$ cat src/rtl/axi_pkg.sv
// Shared AXI4 encodings and the payload width helpers used to flatten each
// channel's fields into one vector per channel.
package axi_pkg;

   // Burst type encodings
   localparam logic [1:0] BURST_FIXED = 2'd0;
   localparam logic [1:0] BURST_INCR  = 2'd1;
   localparam logic [1:0] BURST_WRAP  = 2'd2;

   // Response encodings
   localparam logic [1:0] RESP_OKAY   = 2'd0;
   localparam logic [1:0] RESP_EXOKAY = 2'd1;
   localparam logic [1:0] RESP_SLVERR = 2'd2;
   localparam logic [1:0] RESP_DECERR = 2'd3;

   // AW/AR: addr, len(8), size(3), burst(2), lock(1), cache(4), prot(3),
   // qos(4), region(4), id
   function automatic int aw_width(input int addr_w, input int id_w);
      return addr_w + 8 + 3 + 2 + 1 + 4 + 3 + 4 + 4 + id_w;
   endfunction

   // W: data, strb, last
   function automatic int w_width(input int data_w);
      return data_w + data_w / 8 + 1;
   endfunction

   // B: id, resp
   function automatic int b_width(input int id_w);
      return id_w + 2;
   endfunction

   // R: id, resp, data, last
   function automatic int r_width(input int id_w, input int data_w);
      return id_w + 2 + data_w + 1;
   endfunction

endpackage

$ cat src/rtl/axi_reg_slice_if.sv
// AXI4 bus bundle (all five channels).
// Modports:
//   master - drives AW/W/AR valid+payload and B/R ready
//   slave  - drives AW/W/AR ready and B/R valid+payload
interface axi_reg_slice_if #(
   parameter int AXI_ADDR_W = 64,
   parameter int AXI_ID_W   = 8,
   parameter int AXI_DATA_W = 64
);
   logic                      awvalid, awready;
   logic [AXI_ADDR_W-1:0]     awaddr;
   logic [7:0]                awlen;
   logic [2:0]                awsize;
   logic [1:0]                awburst;
   logic                      awlock;
   logic [3:0]                awcache;
   logic [2:0]                awprot;
   logic [3:0]                awqos;
   logic [3:0]                awregion;
   logic [AXI_ID_W-1:0]       awid;

   logic                      wvalid, wready;
   logic [AXI_DATA_W-1:0]     wdata;
   logic [AXI_DATA_W/8-1:0]   wstrb;
   logic                      wlast;

   logic                      bvalid, bready;
   logic [AXI_ID_W-1:0]       bid;
   logic [1:0]                bresp;

   logic                      arvalid, arready;
   logic [AXI_ADDR_W-1:0]     araddr;
   logic [7:0]                arlen;
   logic [2:0]                arsize;
   logic [1:0]                arburst;
   logic                      arlock;
   logic [3:0]                arcache;
   logic [2:0]                arprot;
   logic [3:0]                arqos;
   logic [3:0]                arregion;
   logic [AXI_ID_W-1:0]       arid;

   logic                      rvalid, rready;
   logic [AXI_ID_W-1:0]       rid;
   logic [1:0]                rresp;
   logic [AXI_DATA_W-1:0]     rdata;
   logic                      rlast;

   modport master (
      output awvalid, awaddr, awlen, awsize, awburst, awlock, awcache, awprot, awqos, awregion, awid,
      input  awready,
      output wvalid, wdata, wstrb, wlast,
      input  wready,
      input  bvalid, bid, bresp,
      output bready,
      output arvalid, araddr, arlen, arsize, arburst, arlock, arcache, arprot, arqos, arregion, arid,
      input  arready,
      input  rvalid, rid, rresp, rdata, rlast,
      output rready
   );

   modport slave (
      input  awvalid, awaddr, awlen, awsize, awburst, awlock, awcache, awprot, awqos, awregion, awid,
      output awready,
      input  wvalid, wdata, wstrb, wlast,
      output wready,
      output bvalid, bid, bresp,
      input  bready,
      input  arvalid, araddr, arlen, arsize, arburst, arlock, arcache, arprot, arqos, arregion, arid,
      output arready,
      output rvalid, rid, rresp, rdata, rlast,
      input  rready
   );

endinterface

$ cat src/rtl/axi_skid_buf.sv
// Two-entry skid buffer: registered valid, ready and payload on both sides.
// Ports:
//   clk, rst                        clock, synchronous active-high reset
//   in_valid/in_ready/in_data       sender side
//   out_valid/out_ready/out_data    receiver side
// State is {out_valid, skid_valid}: EMPTY, ONE, FULL; (0,1) never occurs.
module axi_skid_buf #(
   parameter int DATA_W = 8
) (
   input  logic              clk,
   input  logic              rst,
   input  logic              in_valid,
   output logic              in_ready,
   input  logic [DATA_W-1:0] in_data,
   output logic              out_valid,
   input  logic              out_ready,
   output logic [DATA_W-1:0] out_data
);

   localparam logic [1:0] ST_EMPTY = 2'b00;
   localparam logic [1:0] ST_ONE   = 2'b10;
   localparam logic [1:0] ST_FULL  = 2'b11;

   logic              skid_valid;
   logic [DATA_W-1:0] skid_data;
   logic              accept;
   logic              drain;

   assign accept = in_valid & in_ready;
   assign drain  = out_valid & out_ready;

   always_ff @(posedge clk) begin
      if (rst) begin
         out_valid  <= 1'b0;
         skid_valid <= 1'b0;
         in_ready   <= 1'b0;
         out_data   <= '0;
         skid_data  <= '0;
      end else begin
         case ({out_valid, skid_valid})
            ST_EMPTY: begin
               // also the first cycle after reset: open the input
               in_ready <= 1'b1;
               if (accept) begin
                  out_valid <= 1'b1;
                  out_data  <= in_data;
               end
            end
            ST_ONE: begin
               if (accept && drain) begin
                  out_data <= in_data;
               end else if (accept) begin
                  // receiver stalled: park the beat and close the input
                  skid_valid <= 1'b1;
                  skid_data  <= in_data;
                  in_ready   <= 1'b0;
               end else if (drain) begin
                  out_valid <= 1'b0;
               end
            end
            ST_FULL: begin
               if (drain) begin
                  out_data   <= skid_data;
                  skid_valid <= 1'b0;
                  in_ready   <= 1'b1;
               end
            end
            default: ;
         endcase
      end
   end

   a_no_illegal_state: assert property (@(posedge clk) disable iff (rst) !(!out_valid && skid_valid));

endmodule

$ cat src/rtl/axi_reg_slice.sv
// Full-bandwidth AXI4 register slice: one skid buffer per channel, so every
// output is driven from a flop and no input reaches an output combinationally.
// Ports:
//   clk, rst  clock, synchronous active-high reset
//   s         bus facing the upstream master (slave modport)
//   m         bus facing the downstream slave (master modport)
module axi_reg_slice
   import axi_pkg::*;
#(
   parameter int AXI_ADDR_W = 64,
   parameter int AXI_ID_W   = 8,
   parameter int AXI_DATA_W = 64
) (
   input logic                   clk,
   input logic                   rst,
   axi_reg_slice_if.slave        s,
   axi_reg_slice_if.master       m
);

   localparam int AW_W = aw_width(AXI_ADDR_W, AXI_ID_W);
   localparam int W_W  = w_width(AXI_DATA_W);
   localparam int B_W  = b_width(AXI_ID_W);
   localparam int R_W  = r_width(AXI_ID_W, AXI_DATA_W);

   logic [AW_W-1:0] aw_in, aw_out, ar_in, ar_out;
   logic [W_W-1:0]  w_in, w_out;
   logic [B_W-1:0]  b_in, b_out;
   logic [R_W-1:0]  r_in, r_out;

   // Forward channels: master -> slave
   assign aw_in = {s.awaddr, s.awlen, s.awsize, s.awburst, s.awlock, s.awcache,
                   s.awprot, s.awqos, s.awregion, s.awid};
   assign {m.awaddr, m.awlen, m.awsize, m.awburst, m.awlock, m.awcache,
           m.awprot, m.awqos, m.awregion, m.awid} = aw_out;

   assign w_in = {s.wdata, s.wstrb, s.wlast};
   assign {m.wdata, m.wstrb, m.wlast} = w_out;

   assign ar_in = {s.araddr, s.arlen, s.arsize, s.arburst, s.arlock, s.arcache,
                   s.arprot, s.arqos, s.arregion, s.arid};
   assign {m.araddr, m.arlen, m.arsize, m.arburst, m.arlock, m.arcache,
           m.arprot, m.arqos, m.arregion, m.arid} = ar_out;

   // Reverse channels: slave -> master
   assign b_in = {m.bid, m.bresp};
   assign {s.bid, s.bresp} = b_out;

   assign r_in = {m.rid, m.rresp, m.rdata, m.rlast};
   assign {s.rid, s.rresp, s.rdata, s.rlast} = r_out;

   axi_skid_buf #(.DATA_W(AW_W)) u_aw (
      .clk(clk), .rst(rst),
      .in_valid(s.awvalid), .in_ready(s.awready), .in_data(aw_in),
      .out_valid(m.awvalid), .out_ready(m.awready), .out_data(aw_out)
   );

   axi_skid_buf #(.DATA_W(W_W)) u_w (
      .clk(clk), .rst(rst),
      .in_valid(s.wvalid), .in_ready(s.wready), .in_data(w_in),
      .out_valid(m.wvalid), .out_ready(m.wready), .out_data(w_out)
   );

   axi_skid_buf #(.DATA_W(AW_W)) u_ar (
      .clk(clk), .rst(rst),
      .in_valid(s.arvalid), .in_ready(s.arready), .in_data(ar_in),
      .out_valid(m.arvalid), .out_ready(m.arready), .out_data(ar_out)
   );

   axi_skid_buf #(.DATA_W(B_W)) u_b (
      .clk(clk), .rst(rst),
      .in_valid(m.bvalid), .in_ready(m.bready), .in_data(b_in),
      .out_valid(s.bvalid), .out_ready(s.bready), .out_data(b_out)
   );

   axi_skid_buf #(.DATA_W(R_W)) u_r (
      .clk(clk), .rst(rst),
      .in_valid(m.rvalid), .in_ready(m.rready), .in_data(r_in),
      .out_valid(s.rvalid), .out_ready(s.rready), .out_data(r_out)
   );

endmodule

$ cat src/flat_wrapper.sv
// flat-port wrapper written by rule: the top's interface ports become plain ports
module axi_reg_slice_flat import axi_pkg::*;
#(
   parameter int AXI_ADDR_W = 64,
   parameter int AXI_ID_W   = 8,
   parameter int AXI_DATA_W = 64
)
  (clk, rst, s_awvalid, s_awaddr, s_awlen, s_awsize, s_awburst, s_awlock, s_awcache, s_awprot, s_awqos, s_awregion, s_awid, s_awready, s_wvalid, s_wdata, s_wstrb, s_wlast, s_wready, s_bvalid, s_bid, s_bresp, s_bready, s_arvalid, s_araddr, s_arlen, s_arsize, s_arburst, s_arlock, s_arcache, s_arprot, s_arqos, s_arregion, s_arid, s_arready, s_rvalid, s_rid, s_rresp, s_rdata, s_rlast, s_rready, m_awvalid, m_awaddr, m_awlen, m_awsize, m_awburst, m_awlock, m_awcache, m_awprot, m_awqos, m_awregion, m_awid, m_awready, m_wvalid, m_wdata, m_wstrb, m_wlast, m_wready, m_bvalid, m_bid, m_bresp, m_bready, m_arvalid, m_araddr, m_arlen, m_arsize, m_arburst, m_arlock, m_arcache, m_arprot, m_arqos, m_arregion, m_arid, m_arready, m_rvalid, m_rid, m_rresp, m_rdata, m_rlast, m_rready);
  axi_reg_slice_if #(.AXI_ADDR_W(AXI_ADDR_W), .AXI_ID_W(AXI_ID_W), .AXI_DATA_W(AXI_DATA_W)) s_i ();
  axi_reg_slice_if #(.AXI_ADDR_W(AXI_ADDR_W), .AXI_ID_W(AXI_ID_W), .AXI_DATA_W(AXI_DATA_W)) m_i ();
  input logic clk;
  input logic rst;
  input wire logic [$bits(s_i.awvalid)-1:0] s_awvalid;
  input wire logic [$bits(s_i.awaddr)-1:0] s_awaddr;
  input wire logic [$bits(s_i.awlen)-1:0] s_awlen;
  input wire logic [$bits(s_i.awsize)-1:0] s_awsize;
  input wire logic [$bits(s_i.awburst)-1:0] s_awburst;
  input wire logic [$bits(s_i.awlock)-1:0] s_awlock;
  input wire logic [$bits(s_i.awcache)-1:0] s_awcache;
  input wire logic [$bits(s_i.awprot)-1:0] s_awprot;
  input wire logic [$bits(s_i.awqos)-1:0] s_awqos;
  input wire logic [$bits(s_i.awregion)-1:0] s_awregion;
  input wire logic [$bits(s_i.awid)-1:0] s_awid;
  output wire logic [$bits(s_i.awready)-1:0] s_awready;
  input wire logic [$bits(s_i.wvalid)-1:0] s_wvalid;
  input wire logic [$bits(s_i.wdata)-1:0] s_wdata;
  input wire logic [$bits(s_i.wstrb)-1:0] s_wstrb;
  input wire logic [$bits(s_i.wlast)-1:0] s_wlast;
  output wire logic [$bits(s_i.wready)-1:0] s_wready;
  output wire logic [$bits(s_i.bvalid)-1:0] s_bvalid;
  output wire logic [$bits(s_i.bid)-1:0] s_bid;
  output wire logic [$bits(s_i.bresp)-1:0] s_bresp;
  input wire logic [$bits(s_i.bready)-1:0] s_bready;
  input wire logic [$bits(s_i.arvalid)-1:0] s_arvalid;
  input wire logic [$bits(s_i.araddr)-1:0] s_araddr;
  input wire logic [$bits(s_i.arlen)-1:0] s_arlen;
  input wire logic [$bits(s_i.arsize)-1:0] s_arsize;
  input wire logic [$bits(s_i.arburst)-1:0] s_arburst;
  input wire logic [$bits(s_i.arlock)-1:0] s_arlock;
  input wire logic [$bits(s_i.arcache)-1:0] s_arcache;
  input wire logic [$bits(s_i.arprot)-1:0] s_arprot;
  input wire logic [$bits(s_i.arqos)-1:0] s_arqos;
  input wire logic [$bits(s_i.arregion)-1:0] s_arregion;
  input wire logic [$bits(s_i.arid)-1:0] s_arid;
  output wire logic [$bits(s_i.arready)-1:0] s_arready;
  output wire logic [$bits(s_i.rvalid)-1:0] s_rvalid;
  output wire logic [$bits(s_i.rid)-1:0] s_rid;
  output wire logic [$bits(s_i.rresp)-1:0] s_rresp;
  output wire logic [$bits(s_i.rdata)-1:0] s_rdata;
  output wire logic [$bits(s_i.rlast)-1:0] s_rlast;
  input wire logic [$bits(s_i.rready)-1:0] s_rready;
  output wire logic [$bits(m_i.awvalid)-1:0] m_awvalid;
  output wire logic [$bits(m_i.awaddr)-1:0] m_awaddr;
  output wire logic [$bits(m_i.awlen)-1:0] m_awlen;
  output wire logic [$bits(m_i.awsize)-1:0] m_awsize;
  output wire logic [$bits(m_i.awburst)-1:0] m_awburst;
  output wire logic [$bits(m_i.awlock)-1:0] m_awlock;
  output wire logic [$bits(m_i.awcache)-1:0] m_awcache;
  output wire logic [$bits(m_i.awprot)-1:0] m_awprot;
  output wire logic [$bits(m_i.awqos)-1:0] m_awqos;
  output wire logic [$bits(m_i.awregion)-1:0] m_awregion;
  output wire logic [$bits(m_i.awid)-1:0] m_awid;
  input wire logic [$bits(m_i.awready)-1:0] m_awready;
  output wire logic [$bits(m_i.wvalid)-1:0] m_wvalid;
  output wire logic [$bits(m_i.wdata)-1:0] m_wdata;
  output wire logic [$bits(m_i.wstrb)-1:0] m_wstrb;
  output wire logic [$bits(m_i.wlast)-1:0] m_wlast;
  input wire logic [$bits(m_i.wready)-1:0] m_wready;
  input wire logic [$bits(m_i.bvalid)-1:0] m_bvalid;
  input wire logic [$bits(m_i.bid)-1:0] m_bid;
  input wire logic [$bits(m_i.bresp)-1:0] m_bresp;
  output wire logic [$bits(m_i.bready)-1:0] m_bready;
  output wire logic [$bits(m_i.arvalid)-1:0] m_arvalid;
  output wire logic [$bits(m_i.araddr)-1:0] m_araddr;
  output wire logic [$bits(m_i.arlen)-1:0] m_arlen;
  output wire logic [$bits(m_i.arsize)-1:0] m_arsize;
  output wire logic [$bits(m_i.arburst)-1:0] m_arburst;
  output wire logic [$bits(m_i.arlock)-1:0] m_arlock;
  output wire logic [$bits(m_i.arcache)-1:0] m_arcache;
  output wire logic [$bits(m_i.arprot)-1:0] m_arprot;
  output wire logic [$bits(m_i.arqos)-1:0] m_arqos;
  output wire logic [$bits(m_i.arregion)-1:0] m_arregion;
  output wire logic [$bits(m_i.arid)-1:0] m_arid;
  input wire logic [$bits(m_i.arready)-1:0] m_arready;
  input wire logic [$bits(m_i.rvalid)-1:0] m_rvalid;
  input wire logic [$bits(m_i.rid)-1:0] m_rid;
  input wire logic [$bits(m_i.rresp)-1:0] m_rresp;
  input wire logic [$bits(m_i.rdata)-1:0] m_rdata;
  input wire logic [$bits(m_i.rlast)-1:0] m_rlast;
  output wire logic [$bits(m_i.rready)-1:0] m_rready;
  assign s_i.awvalid = s_awvalid;
  assign s_i.awaddr = s_awaddr;
  assign s_i.awlen = s_awlen;
  assign s_i.awsize = s_awsize;
  assign s_i.awburst = s_awburst;
  assign s_i.awlock = s_awlock;
  assign s_i.awcache = s_awcache;
  assign s_i.awprot = s_awprot;
  assign s_i.awqos = s_awqos;
  assign s_i.awregion = s_awregion;
  assign s_i.awid = s_awid;
  assign s_awready = s_i.awready;
  assign s_i.wvalid = s_wvalid;
  assign s_i.wdata = s_wdata;
  assign s_i.wstrb = s_wstrb;
  assign s_i.wlast = s_wlast;
  assign s_wready = s_i.wready;
  assign s_bvalid = s_i.bvalid;
  assign s_bid = s_i.bid;
  assign s_bresp = s_i.bresp;
  assign s_i.bready = s_bready;
  assign s_i.arvalid = s_arvalid;
  assign s_i.araddr = s_araddr;
  assign s_i.arlen = s_arlen;
  assign s_i.arsize = s_arsize;
  assign s_i.arburst = s_arburst;
  assign s_i.arlock = s_arlock;
  assign s_i.arcache = s_arcache;
  assign s_i.arprot = s_arprot;
  assign s_i.arqos = s_arqos;
  assign s_i.arregion = s_arregion;
  assign s_i.arid = s_arid;
  assign s_arready = s_i.arready;
  assign s_rvalid = s_i.rvalid;
  assign s_rid = s_i.rid;
  assign s_rresp = s_i.rresp;
  assign s_rdata = s_i.rdata;
  assign s_rlast = s_i.rlast;
  assign s_i.rready = s_rready;
  assign m_awvalid = m_i.awvalid;
  assign m_awaddr = m_i.awaddr;
  assign m_awlen = m_i.awlen;
  assign m_awsize = m_i.awsize;
  assign m_awburst = m_i.awburst;
  assign m_awlock = m_i.awlock;
  assign m_awcache = m_i.awcache;
  assign m_awprot = m_i.awprot;
  assign m_awqos = m_i.awqos;
  assign m_awregion = m_i.awregion;
  assign m_awid = m_i.awid;
  assign m_i.awready = m_awready;
  assign m_wvalid = m_i.wvalid;
  assign m_wdata = m_i.wdata;
  assign m_wstrb = m_i.wstrb;
  assign m_wlast = m_i.wlast;
  assign m_i.wready = m_wready;
  assign m_i.bvalid = m_bvalid;
  assign m_i.bid = m_bid;
  assign m_i.bresp = m_bresp;
  assign m_bready = m_i.bready;
  assign m_arvalid = m_i.arvalid;
  assign m_araddr = m_i.araddr;
  assign m_arlen = m_i.arlen;
  assign m_arsize = m_i.arsize;
  assign m_arburst = m_i.arburst;
  assign m_arlock = m_i.arlock;
  assign m_arcache = m_i.arcache;
  assign m_arprot = m_i.arprot;
  assign m_arqos = m_i.arqos;
  assign m_arregion = m_i.arregion;
  assign m_arid = m_i.arid;
  assign m_i.arready = m_arready;
  assign m_i.rvalid = m_rvalid;
  assign m_i.rid = m_rid;
  assign m_i.rresp = m_rresp;
  assign m_i.rdata = m_rdata;
  assign m_i.rlast = m_rlast;
  assign m_rready = m_i.rready;
  axi_reg_slice #(.AXI_ADDR_W(AXI_ADDR_W), .AXI_ID_W(AXI_ID_W), .AXI_DATA_W(AXI_DATA_W)) u_core (.clk(clk), .rst(rst), .s(s_i), .m(m_i));
endmodule
$ cat config.mk
export PLATFORM = sky130hd
export DESIGN_NAME = axi_reg_slice_flat
export DESIGN_NICKNAME = d
export VERILOG_FILES = /design/src/rtl/axi_pkg.sv /design/src/rtl/axi_reg_slice_if.sv /design/src/rtl/axi_skid_buf.sv /design/src/rtl/axi_reg_slice.sv /design/src/flat_wrapper.sv
export SDC_FILE = /design/constraint.sdc
export NUM_CORES = 2
export LEC_CHECK = 0
export CORE_MARGIN = 2
export CORE_UTILIZATION = 45
export CTS_CLUSTER_SIZE = 40
export DETAILED_ROUTE_END_ITERATION = 10
export PLACE_DENSITY = 0.75
export SETUP_SLACK_MARGIN = 0.5
export SYNTH_ARGS = -nofsm -noshare
export SYNTH_HDL_FRONTEND = slang
export SYNTH_SLANG_ARGS = --single-unit
$ cat constraint.sdc
create_clock -name clk -period 2 [get_ports clk]
set_clock_uncertainty 0.1 [all_clocks]
set_input_delay 0.3 -clock clk [delete_from_list [all_inputs] [get_ports clk]]
set_output_delay 0.3 -clock clk [all_outputs]
set_load 0.1 [all_outputs]
==> results.yml, run 1 <==
synthesis:
  synth.top_cell.area_share_pct: 40.8
  synth_ff_type: "dfxtp_1"
  synth_seq_cells: 735
  yosys.cell_count.top_type: "a21oi_1"
  synth.cell_area_sq_um: 36000
  synth.distinct_cells: 38
  synth_nets: 4718
  post_synth.cell_area_avg_sq_um: 8.29
  synth_edf_count: 0
  synth_area_leaders: "dfxtp_1 (41%), a21oi_1 (10%), o221ai_1 (8.7%)"
  seq_area_frac_synth_pct: 40.8
  synth_top_cell_by_area: "dfxtp_1"
  netlist_instances: 4346
  ys.warnings.count: 0
  synthArstFlopShare_pct: 0
  yosys-top-cells-count: "a21oi_1 (736), dfxtp_1 (735), clkbuf_1 (396)"
grt:
  grt_max_degree: 129
  grt_overflow: 7
  grt_util_all_layers_pct: 71.9
floorplan:
  start_util_pct: 45.6
  die-height_microns: 287
  die_w_microns: 287
  rows: 103
  io_pins: 742
outcome:
  haltStage: "5_1_grt"
  status: "aborted with a tool error"
  error: "[ERROR GRT-0232] Routing congestion too high. Check the congestion heatmap in the GUI."
placement:
  dpl.cell_count: 5717
  gp_congestion: 0.858
  dpl.hpwl_microns: 85800
  dpl_cell_area_sq_um: 44800
  portBuffers: 741
clock_network:
  cts-root-buf: "clkbuf_16"
  numClockSinks: 735
  cts_made_buffers: 83
  cts_max_path_buffers: 3
  cts_htree_levels: 3
sta:
  worst_endpoint_kind: "primary output"
  grt-worst-endpoint: "s_rvalid"
-- metrics by stage --
| stage | TNS [ps] | util [%] | worst slack, ps | hold WS (ps) |
|---|---|---|---|---|
| after CTS | 0 | 62.7 | 163 | 105 |
| after detailed placement | -7.65 | 56.6 | -6.46 | 359 |
| after global placement | 0 | 56.6 | 12.3 | 351 |
| after floorplan | 0 | - | 347 | 286 |
-- layer usage --
| metal | track usage (%) | overflow |
|---|---|---|
| met1 | 72.6 | 0 |
| met3 | 58.6 | 1 |
| met5 | 28.4 | 0 |
| met4 | 67.7 | 4 |
| met2 | 87.6 | 2 |
-- repair_timing --
item | 4_1_cts
resized for setup | 217
pin swaps | 4
setup buffers | 39
gates cloned | 26
hold endpoints to repair | 10
hold buffers | 1
endpoints found under the setup margin | 961
-- cells by family after synthesis --
logic type | after synthesis | synth area share [%]
AOI/OAI and AO/OA | 2192 | 39.3
and+or+nand+nor | 772 | 12.2
buffers and inverters | 647 | 7.71
DFF | 735 | 40.8
==> run 2, diff against run 1 <==
Settings changed: CORE_UTILIZATION 45 to 30, CTS_CLUSTER_SIZE 40 to not set, PLACE_DENSITY 0.75 to not set, PLACE_DENSITY_LB_ADDON set to 0.15, SETUP_SLACK_MARGIN 0.5 to not set.
==> run 2 against run 1 <==
Synthesized cell count unchanged. The run now ends clean. Area after synthesis unchanged.
==> results.yml, run 2 <==
setup_path:
  regToRegSetupSlack_ps: 110
  cp-end-kind: "output port"
  cp_max_fo: 25
  worst-path-buf-inv: 2
  worst_path_max_delay_cell: "dfxtp_4"
  cp_slowest_stage_delay_ps: 470
  reg2reg_depth: 5
  cp_top_family: "flip-flops"
  path_depth: 2
  critPathLaunchType: "register"
  regToRegStartpoint: "u_core.u_r.out_valid$_SDFFE_PP0P_"
  required_ps: 1600
  cp_data_arrival_time_ps: 1550
  critPathLaunch: "u_core.u_r.out_valid$_SDFFE_PP0P_"
  cpMostUsedCell: "buf_12"
  path_cells: "buf_12 -> buf_12"
  setup.worst_path.class: "register to output port"
floorplan:
  fp.dieArea_sq_um: 123000
  start_util_pct: 30.2
  io_pins: 742
  coreArea_sq_um: 119000
  die-height_microns: 351
  die_w_microns: 351
  rows: 127
sta:
  max-slew-margin-rel_pct: 37.1
  hold_viol: 0
  slew_viol_final: 0
  period_share_pct: 97.4
  rsz0062_at_grt: "true"
  fmax_ghz: 0.513
  fin_crit_ps: 1950
  finalSetupViolCount: 0
  max_slew.worst_pin.slew_ps: 942
clock_network:
  cts_tree: "yes"
  cts-root-buf: "clkbuf_16"
  clkTransAtPathRegs_ps: 60
  numClockSinks: 735
  cts_max_path_buffers: 3
  clock_latency_ps: 680
  cts_made_buffers: 91
  cts_htree_levels: 3
finish:
  most-common-layout-cells: "a21oi_1 (733), dfxtp_1 (722), buf_4 (460)"
  final-seq-area_sq_um: 14800
  layout.nets: 5151
  fin_util_pct: 40.8
  final_cell_area_sq_um: 48800
  n_fill_cell: 12104
  syn2layout_area_growth_pct: 35.3
  mostFrequentLayoutCell: "a21oi_1"
  drive_gt1_share_pct: 16.3
  finalNonFillerCells: 6483
  multi_input_area_sq_um: 18700
routing:
  wl_per_cell_microns: 23.2
  post-route-drc-count: 0
  drt-initial-drc-count: 3133
  drtAntennaViolNets: 0
  drt-total-wl_microns: 151000
  via_count: 37402
  vias_per_cell: 5.77
  drt_pass1_iterations: 5
placement:
  gp_congestion: 0.799
  dpl_cell_area_sq_um: 45500
  dpl.hpwl_microns: 95000
  dpl.cell_count: 6290
  portBuffers: 741
power:
  power_density_nw_per_um2: 822
  sequentialPowerShare_pct: 38.6
  power_mw: 40.1
  p_sw_mw: 12.8
  intPower_mw: 27.3
  pwr-share-comb_pct: 19.8
  power_frac_clock_pct: 41.6
  p_leak_nw: 18.1
  peakVddDrop_v: 0.000631
  swShare_pct: 31.9
outcome:
  status: "finished clean"
synthesis:
  synth_edf_count: 0
  netlist_instances: 4346
  synthArstFlopShare_pct: 0
  synth_top_cell_by_area: "dfxtp_1"
  seq_area_frac_synth_pct: 40.8
  synth.cell_area_sq_um: 36000
  synth_seq_cells: 735
  synth_area_leaders: "dfxtp_1 (41%), a21oi_1 (10%), o221ai_1 (8.7%)"
  yosys-top-cells-count: "a21oi_1 (736), dfxtp_1 (735), clkbuf_1 (396)"
  post_synth.cell_area_avg_sq_um: 8.29
  ys.warnings.count: 0
  yosys.cell_count.top_type: "a21oi_1"
  synth.top_cell.area_share_pct: 40.8
  synth_ff_type: "dfxtp_1"
  synth_nets: 4718
  synth.distinct_cells: 38
worst_hold_path:
  hold_class: "input pin to register"
  min_from: "s_awaddr[23]"
  hold_path_depth: 3
grt:
  grt_overflow: 0
  grt_pass1_vias: 35393
  grt_util_all_layers_pct: 23.0
  antenna_found_initial: 36
  grt_pass1_wl_microns: 225000
  grt_max_degree: 131
job:
  cap_violations: 0
## run 2: cell counts after synthesis
No cell type changed its count.
## run 2: final timing paths
kind,to
worst max-delay path,s_rvalid
worst min-delay path,u_core.u_aw.skid_data[60]$_SDFFE_PP0P_
worst max register to register,u_core.u_r.out_data[7]$_SDFFE_PP0P_
worst min register to register,u_core.u_aw.out_data[87]$_SDFFE_PP0P_
## run 2: per-stage QoR
step                setup slack, ps  setup TNS (ps)  hold WS [ps]
floorplan                      34.4               0           289
detailed placement            -5.84           -11.0           360
global placement               31.3               0           353
global route                  -36.4           -36.4          78.3
CTS                           -19.5           -19.5          45.3
finish                         51.1               0           110
## run 2: routing by layer
metal,vias to the layer above,routed length (microns),track usage [%]
li1,17529,-,-
met4,34,4480,7.83
met1,18432,66400,31.2
met5,-,229,0
met3,241,10300,5.11
met2,1166,69100,35.8
## run 2: cell type report
cell class	count	share of cell area, %
clock inverters	22	0.564
flip-flops and latches	735	30.3
inverters	7	0.0539
multi-input cells	2964	38.4
clock buffers	144	5.57
repair buffers	980	20.9
diodes	19	0.0975
well taps	1612	4.14
## run 2: logic make-up after synthesis
group	share of synthesized area, %
AOI/OAI and AO/OA	39.3
and+or+nand+nor	12.2
buffers and inverters	7.71
DFF	40.8
## run 2: worst reg2reg max path, stage by stage, from the launching register on
cell and delay [ps]:
dfxtp_4 470, buf_4 270, and2_2 210, buf_12 260, o221ai_1 340, a21oi_1 170
## run 2: power groups by stage
stage	logic (mW)	registers [mW]	clock network (mW)
after CTS	7.93	15.5	17.1
after floorplan	2.17	18.4	0
final	7.92	15.5	16.7
after detailed placement	7.82	15.8	0
after global routing	8.28	15.5	17.7
after global placement	7.81	15.8	0
## run 2: repair_timing
item | CTS | global route
setup endpoints to repair | 6 | 2
setup buffers | 3 | 0
hold buffers | 1 | 0
gates cloned | 4 | 1
resized for setup | 9 | 2
hold endpoints to repair | 19 | 0
pin swaps | 0 | 0
(Power assumes the default switching activity.)
